<file path="config.mk">
export PLATFORM = sky130hd
export DESIGN_NAME = bkm_csd_monitor
export DESIGN_NICKNAME = d
export VERILOG_FILES = /design/src/rtl/bkm_csd_monitor.sv
export SDC_FILE = /design/constraint.sdc
export NUM_CORES = 1
export LEC_CHECK = 0
export ABC_CLOCK_PERIOD_IN_PS = 2690
export CAP_MARGIN = 40
export CORE_MARGIN = 3
export CORE_UTILIZATION = 50
export CTS_BUF_LIST = sky130_fd_sc_hd__clkbuf_8
export CTS_CLUSTER_DIAMETER = 200
export DETAILED_ROUTE_END_ITERATION = 10
export PLACE_DENSITY = 0.8
export SYNTH_ARGS = -nofsm -noshare
export SYNTH_HDL_FRONTEND = slang
export SYNTH_SLANG_ARGS = --single-unit
</file>
<file path="constraint.sdc">
create_clock -name clk -period 2.69 [get_ports clk]
set_input_delay 0.538 -clock clk [delete_from_list [all_inputs] [get_ports clk]]
set_output_delay 0.538 -clock clk [all_outputs]
set_load 0.05 [all_outputs]
</file>
<file path="src/rtl/bkm_csd_monitor.sv">
// Multi-channel CSD-to-binary converter with a fixed-latency pipeline, per-channel
// compare against expected values, saturating error/sample counters and optional freeze-on-error.
module bkm_csd_monitor #(
   parameter int W           = 64,
   parameter int N_CH        = 2,
   parameter int LAT         = 2,
   parameter int CNT_W       = 16,
   parameter int STOP_ON_ERR = 0
) (
   input  logic                  clk,
   input  logic                  arst_n,
   input  logic                  srst,
   input  logic                  enable,
   input  logic                  in_valid,
   input  logic [N_CH*2*W-1:0]   csd_in,
   input  logic [N_CH*W-1:0]     exp_in,
   input  logic [N_CH-1:0]       chk_en,
   output logic [N_CH*W-1:0]     res,
   output logic                  res_valid,
   output logic [N_CH-1:0]       mismatch,
   output logic [N_CH-1:0]       illegal,
   output logic [CNT_W-1:0]      err_cnt,
   output logic [CNT_W-1:0]      smp_cnt,
   output logic                  frozen
);

   typedef enum logic [1:0] {
      IDLE   = 2'd0,
      ACTIVE = 2'd1,
      FROZEN = 2'd2
   } state_t;

   state_t                 state_r, state_nx_s;
   logic [N_CH*W-1:0]      conv_s;
   logic [N_CH-1:0]        mis_in_s, ill_in_s;
   logic                   accept_s, mature_s, err_s;
   logic [N_CH*W-1:0]      res_pipe_r [LAT];
   logic [N_CH-1:0]        mis_pipe_r [LAT];
   logic [N_CH-1:0]        ill_pipe_r [LAT];
   logic [LAT-1:0]         vld_pipe_r;
   logic [N_CH*W-1:0]      res_r;
   logic                   res_valid_r;
   logic [N_CH-1:0]        mismatch_r, illegal_r;
   logic [CNT_W-1:0]       err_cnt_r, smp_cnt_r;
   logic                   frozen_r;

   // A pos/neg pair of 1/1 cancels naturally in (P - N), so no masking is needed.
   function automatic logic [W-1:0] csd_to_bin(input logic [2*W-1:0] csd);
      logic [W-1:0] p, n;
      for (int i = 0; i < W; i++) begin
         p[i] = csd[2*i];
         n[i] = csd[2*i+1];
      end
      return p - n;
   endfunction

   function automatic logic csd_illegal(input logic [2*W-1:0] csd);
      logic ill;
      ill = 1'b0;
      for (int i = 0; i < W; i++) begin
         ill = ill | (csd[2*i] & csd[2*i+1]);
      end
      return ill;
   endfunction

   // Per-channel conversion and compare on the incoming sample
   always_comb begin
      conv_s   = '0;
      mis_in_s = '0;
      ill_in_s = '0;
      for (int c = 0; c < N_CH; c++) begin
         conv_s[c*W +: W] = csd_to_bin(csd_in[c*2*W +: 2*W]);
         ill_in_s[c]      = csd_illegal(csd_in[c*2*W +: 2*W]);
         mis_in_s[c]      = chk_en[c] & (conv_s[c*W +: W] != exp_in[c*W +: W]);
      end
   end

   assign accept_s = in_valid & enable & ~srst & (state_r == ACTIVE);
   assign mature_s = vld_pipe_r[LAT-1] & enable & ~srst & (state_r == ACTIVE);
   assign err_s    = (|mis_pipe_r[LAT-1]) | (|ill_pipe_r[LAT-1]);

   // Next-state logic; srst wins over enable, a stall holds the state
   always_comb begin
      state_nx_s = state_r;
      if (srst) begin
         state_nx_s = IDLE;
      end else if (!enable) begin
         state_nx_s = state_r;
      end else begin
         case (state_r)
            IDLE:    state_nx_s = ACTIVE;
            ACTIVE: begin
               if (mature_s && err_s && (STOP_ON_ERR != 0)) begin
                  state_nx_s = FROZEN;
               end else begin
                  state_nx_s = ACTIVE;
               end
            end
            FROZEN:  state_nx_s = FROZEN;
            default: state_nx_s = IDLE;
         endcase
      end
   end

   // State register and registered frozen flag
   always_ff @(posedge clk or negedge arst_n) begin
      if (!arst_n) begin
         state_r  <= IDLE;
         frozen_r <= 1'b0;
      end else begin
         state_r  <= state_nx_s;
         frozen_r <= (state_nx_s == FROZEN);
      end
   end

   // Conversion pipeline; freezing flushes everything still in flight
   always_ff @(posedge clk or negedge arst_n) begin
      if (!arst_n) begin
         vld_pipe_r <= '0;
         for (int i = 0; i < LAT; i++) begin
            res_pipe_r[i] <= '0;
            mis_pipe_r[i] <= '0;
            ill_pipe_r[i] <= '0;
         end
      end else if (srst) begin
         vld_pipe_r <= '0;
      end else if (enable) begin
         if (state_nx_s == FROZEN) begin
            vld_pipe_r <= '0;
         end else begin
            vld_pipe_r[0] <= accept_s;
            res_pipe_r[0] <= conv_s;
            mis_pipe_r[0] <= mis_in_s;
            ill_pipe_r[0] <= ill_in_s;
            for (int i = 1; i < LAT; i++) begin
               vld_pipe_r[i] <= vld_pipe_r[i-1];
               res_pipe_r[i] <= res_pipe_r[i-1];
               mis_pipe_r[i] <= mis_pipe_r[i-1];
               ill_pipe_r[i] <= ill_pipe_r[i-1];
            end
         end
      end
   end

   // Result registers and saturating counters, updated only by a matured sample
   always_ff @(posedge clk or negedge arst_n) begin
      if (!arst_n) begin
         res_r       <= '0;
         res_valid_r <= 1'b0;
         mismatch_r  <= '0;
         illegal_r   <= '0;
         err_cnt_r   <= '0;
         smp_cnt_r   <= '0;
      end else if (srst) begin
         res_r       <= '0;
         res_valid_r <= 1'b0;
         mismatch_r  <= '0;
         illegal_r   <= '0;
         err_cnt_r   <= '0;
         smp_cnt_r   <= '0;
      end else begin
         res_valid_r <= mature_s;
         if (mature_s) begin
            res_r      <= res_pipe_r[LAT-1];
            mismatch_r <= mis_pipe_r[LAT-1];
            illegal_r  <= ill_pipe_r[LAT-1];
            if (smp_cnt_r != {CNT_W{1'b1}}) begin
               smp_cnt_r <= smp_cnt_r + {{(CNT_W-1){1'b0}}, 1'b1};
            end
            if (err_s && (err_cnt_r != {CNT_W{1'b1}})) begin
               err_cnt_r <= err_cnt_r + {{(CNT_W-1){1'b0}}, 1'b1};
            end
         end
      end
   end

   assign res       = res_r;
   assign res_valid = res_valid_r;
   assign mismatch  = mismatch_r;
   assign illegal   = illegal_r;
   assign err_cnt   = err_cnt_r;
   assign smp_cnt   = smp_cnt_r;
   assign frozen    = frozen_r;

endmodule
</file>
[Yosys cells after proc, flatten, opt, wreduce, memory -nomap -nowiden]
Index checks and enable logic that the tools add are counted.
Cells by class
  add/subtract/negate cells: 4
  equality and inequality tests: 7
  muxes and demuxes: 19
  bitwise logic cells: 265
  reduce and logical (&&, ||, !) cells: 12
Operators by type and width (count)
  $mux W128: 2
  $and A1 B1 Y1: 136
  $ne A64 B64 Y1: 2
  $sub A64 B64 Y64: 2
  $or A1 B1 Y1: 127
  $mux W16: 6
  $add A16 B1 Y16 const B: 2
  $ne A16 B16 Y1 const B: 2
  $mux W2: 9
  $reduce_bool A2 Y1: 4
  $reduce_or A2 Y1: 3
  $eq A2 B2 Y1 const B: 2
  $pmux W2 S2: 1
  $reduce_and A2 Y1: 2
  $reduce_and A3 Y1: 1
  $eq A2 B1 Y1 const B: 1
  $logic_not A2 Y1: 1
  $not A1 Y1: 2
  $logic_and A1 B1 Y1: 1
  $mux W1: 1
Word-level totals
  register bits: 434
  output and inout port bits: 166

[Depth between registers and ports, before layout]
  word-level depth: 64
  gate-level depth with buffers: 17

[Worst setup path before layout]
OpenSTA, ideal clock, no wires.
  path kind: in2reg
  from: input port csd_in[0]
  to: register mis_pipe_r[2] (netlist bit)
  arrival: 3815 ps
  slack: -1263 ps
  cell stages on the path: 16
  buffers on the path: 0
  cell sequence: inv_1 ha_1 inv_1 fa_1 a21o_1 a221o_1 a211oi_4 o41ai_4 a21oi_4 xor2_2 xnor2_1 or4_1 a211o_1 nor4_1 and4_1 a41oi_1
Between the ends
  word-level cells in the longest chain between the ends: 3
RTL lines
  start, declared: line 15  | input logic [N_CH*2*W-1:0] csd_in,
  $sub A64 B64 Y64: line 54  | return p - n;
  $ne A64 B64 Y1: line 74  | mis_in_s[c] = chk_en[c] & (conv_s[c*W +: W] != exp_in[c*W +: W]);
  $and A1 B1 Y1: line 74
  end signal, assigned by index: line 138  | mis_pipe_r[i] <= mis_pipe_r[i-1];
  end, declared: line 38  | logic [N_CH-1:0] mis_pipe_r [LAT];
Every way passes these cells.
A chain may end at the register's enable or synchronous reset.

[Final worst setup path]
Ends and elaborated chain as after synthesis.

==> run summary <==
Status: finished, violations left
Failing checks: setup timing
Final Max Slew Viols: 0
Period utilization: 148%
Setup Skew: 0.0353 ns
Largest net degree at the start of global routing: 145
Clock sink count: 434
Syn-to-layout area delta: 60.7%
Arrival time worst endpoint: 4.53 ns
First-pass GRT wire length: 197000 microns
Total grt overflow: 0
GRT Util Overall: 40.6%
End of the critical path: mis_pipe_r[2]
Clock tree from TritonCTS: yes
Chip height: 251 microns
CTS Buffer Depth: 3
HP Start: srst
Max capacitance violation total: 0
Area of the core: 59200 sq um
Starting Density: 50.7%
Worst-Margin Slew: 0.796 ns
R2R Path Start: state_r[1]
Clock slew at reported path FFs: 0.07 ns
DP HPWL: 100000 microns
WL/cell: 24.4 microns
WS Path Type: input port to flop
Yosys warns: 0
Number of port buffers: 556
Core Util, Final: 81.5%
R2R Path End: mis_pipe_r[2]
Seq/Total Area, Yosys: 36.2%
Share of layout cells above drive strength 1: 36.2%
I/O pin cnt: 557
GP Congestion: 1.07
Critical path launch point type: input port
Post-layout min period: 3.99 ns
DRT iter0 DRCs: 3563
Site row count: 89
Mean Syn Cell Area: 8.81 sq um
Number of global-route vias before repair: 34400
Non-Filler Instances: 5664
Net count after synthesis: 4057
Crit-path max FO: 2
Post-synthesis cell area: 30000 sq um
Fin Hold WS: 0.299 ns
Dpl ws: -2.79 ns
Final setup viols: 37
H-tree levels: 3
Inst Count DP: 5411
Number of distinct library cells after synthesis: 81
Drt drc: 0
Slew HR: 46.9%
Critical path capture point type: flop
Cells on worst reg2reg path: 12
Final Hold Vio Count: 0
Nets: 5473
Via Count: 34300
Required @ worst endpoint: 3.22 ns
Clock tree root buffer cell: clkbuf_8
Synth Register Bits: 434
Post-synth EDFFs: 0
Peak supply drop: 0.371 mV
Final WS setup: -1.30 ns
Initial antenna violation count: 11
Pleak: 0.0222 uW
Die Area: 63100 sq um
Vias/cell: 6.05
Post-DRT Antenna Nets: 0
Max Freq: 251 MHz
RSZ-0062 raised after global routing: yes
DRT Wirelength: 138000 microns
Cell count after synthesis: 3408
Reg-to-reg setup timing slack: -0.71 ns
Clock Latency Late Sink: 0.69 ns
P per Cell Area: 495 nW/um^2
Die Wd: 251 microns
CP startpoint: csd_in[0]
Post-synth ARST share: 100%
CTS Buf Count: 73
Hold Path Class: input port to flop
Ys flop type: dfrtp_1
DR pass1 iterations: 8
==> worst max-delay path: stages <==
cell and delay (ns):
buf_12 0.11, inv_12 0.04, ha_4 0.11, inv_2 0.03, fa_2 0.36, a21o_1 0.19
a221o_1 0.38, buf_6 0.16, a211oi_4 0.27, buf_6 0.14, buf_4 0.10, o21a_1 0.14
buf_6 0.11, xor2_1 0.25, xnor2_1 0.12, nor4_2 0.47, buf_4 0.19, nand4_1 0.11
nor4_1 0.22, buf_4 0.17, and4_1 0.20, a41oi_2 0.09
==> layer usage <==
layer  GRT usage, %  part of all wire [%]  vias up  wire length (microns)
li1               -                     -    14900                      -
met5              0                 0.013        -                     18
met4           29.1                   9.1        2                  12600
met2           66.6                    46     2274                  63300
met3           9.52                   9.4      774                  13100
met1           47.1                    36    16300                  49200
==> synthesized netlist by cell type (all sizes together), types with 11 or more instances <==
master | count | area (sq um)
a2111oi | 11 | 96.3
a211oi | 22 | 183
a21boi | 11 | 82.6
a21o | 44 | 330
a21oi | 314 | 1580
a31oi | 22 | 138
and2 | 11 | 68.8
and3 | 28 | 175
and4 | 12 | 105
buf | 28 | 125
clkbuf | 152 | 571
dfrtp | 434 | 10900
ha | 256 | 3200
inv | 166 | 623
mux2 | 148 | 1670
nand2 | 564 | 2120
nand2b | 20 | 125
nand3 | 47 | 235
nand4 | 83 | 519
nor2 | 153 | 574
nor2b | 14 | 87.6
nor3 | 47 | 235
nor4 | 56 | 350
o211ai | 28 | 210
o21a | 31 | 233
o21ai | 236 | 1180
o21bai | 15 | 113
o31ai | 13 | 97.6
or3 | 22 | 138
xnor2 | 120 | 1050
xnor3 | 12 | 270
xor2 | 120 | 1060
==> worst min-delay path by stage <==
| stage | endpoint | slack, ns | depth (start not counted) |
|---|---|---|---|
| finish | smp_cnt[0] | 0.30 | 5 |
| global route | smp_cnt[0] | 0.27 | 5 |
| CTS | smp_cnt[0] | 0.24 | 5 |
| detailed placement | res_pipe_r[179] | 0.47 | 2 |
| global placement | res_pipe_r[210] | 0.46 | 2 |
| floorplan | err_cnt[0] | 0.24 | 0 |
==> layout by cell type, fill, tap and decap left out, types with 51 or more instances in the layout <==
cell type	netlist	routed
ha_1	256	165
o21ai_0	223	148
mux2_2	148	145
inv_1	166	123
clkbuf_8	0	93
nor2_1	153	143
xor2_1	119	101
o21ai_1	13	52
buf_4	0	891
ha_4	0	89
dfrtp_1	434	434
inv_2	0	59
buf_6	0	67
a21oi_1	313	239
clkdlybuf4s50_1	0	372
nand4_1	83	83
a21oi_2	0	51
nand2_1	564	550
xnor2_1	120	96
==> logic make-up (layout without fill, tap and decap cells) <==
logic type | after synthesis | after routing | synth area share, %
other | 0 | 9 | 0
buffers and inverters | 346 | 1820 | 4.39
adder cells (fa/ha/maj) | 258 | 258 | 10.8
XOR/XNOR | 261 | 261 | 8.63
AND/OR/NAND/NOR | 1104 | 1104 | 17.0
flip-flops | 434 | 434 | 36.2
AO/OA/AOI/OAI | 848 | 848 | 17.2
multiplexers | 157 | 157 | 5.85
==> through the flow <==
stage / power (uW) / cell area [sq um] / TNS, ns
after floorplan: 11900 / 30700 / -11.69
after global placement: 15800 / 43000 / -206.59
after detailed placement: 16100 / 43000 / -188.22
after CTS: 23000 / 47000 / -8.19
after global routing: 24800 / 48300 / -11.76
final: 23900 / 48300 / -10.22
==> final cells by class <==
type | instances | area [sq um]
Tap cell | 773 | 967
Timing Repair Buffer | 1521 | 13100
Multi-Input combinational cell | 2628 | 21100
Clock buffer | 93 | 1280
Inverter | 166 | 686
Antenna cell | 9 | 22.5
Clock inverter | 40 | 264
Fill cell | 3370 | 11000
Sequential cell | 434 | 10900
==> report_power, final <==
| part | switching (uW) | leakage, uW | internal [uW] | total [uW] |
|---|---|---|---|---|
| clock | 2960 | 0.000882 | 3270 | 6230 |
| combinational | 4730 | 0.0156 | 4710 | 9440 |
| sequential | 640 | 0.00563 | 7600 | 8240 |
| total | 8330 | 0.0222 | 15600 | 23900 |
==> what timing repair did <==
action,in CTS,in global routing
pin swaps,190,138
buffers inserted,90,48
gates resized for setup,603,399
hold buffers,1,0
hold endpoints to repair,54,0
endpoints found under the setup margin,228,140
cloned,0,1
==> registers in the layout, indices dropped and copies added, names as in the netlist <==
signal      flops
illegal         2
ill_pipe_r      4
smp_cnt        16
res_valid       1
state_r         2
res_pipe_r    256
mismatch        2
frozen          1
vld_pipe_r      2
res           128
mis_pipe_r      4
err_cnt        16
Note: power is estimated with default switching activity, not from simulation.
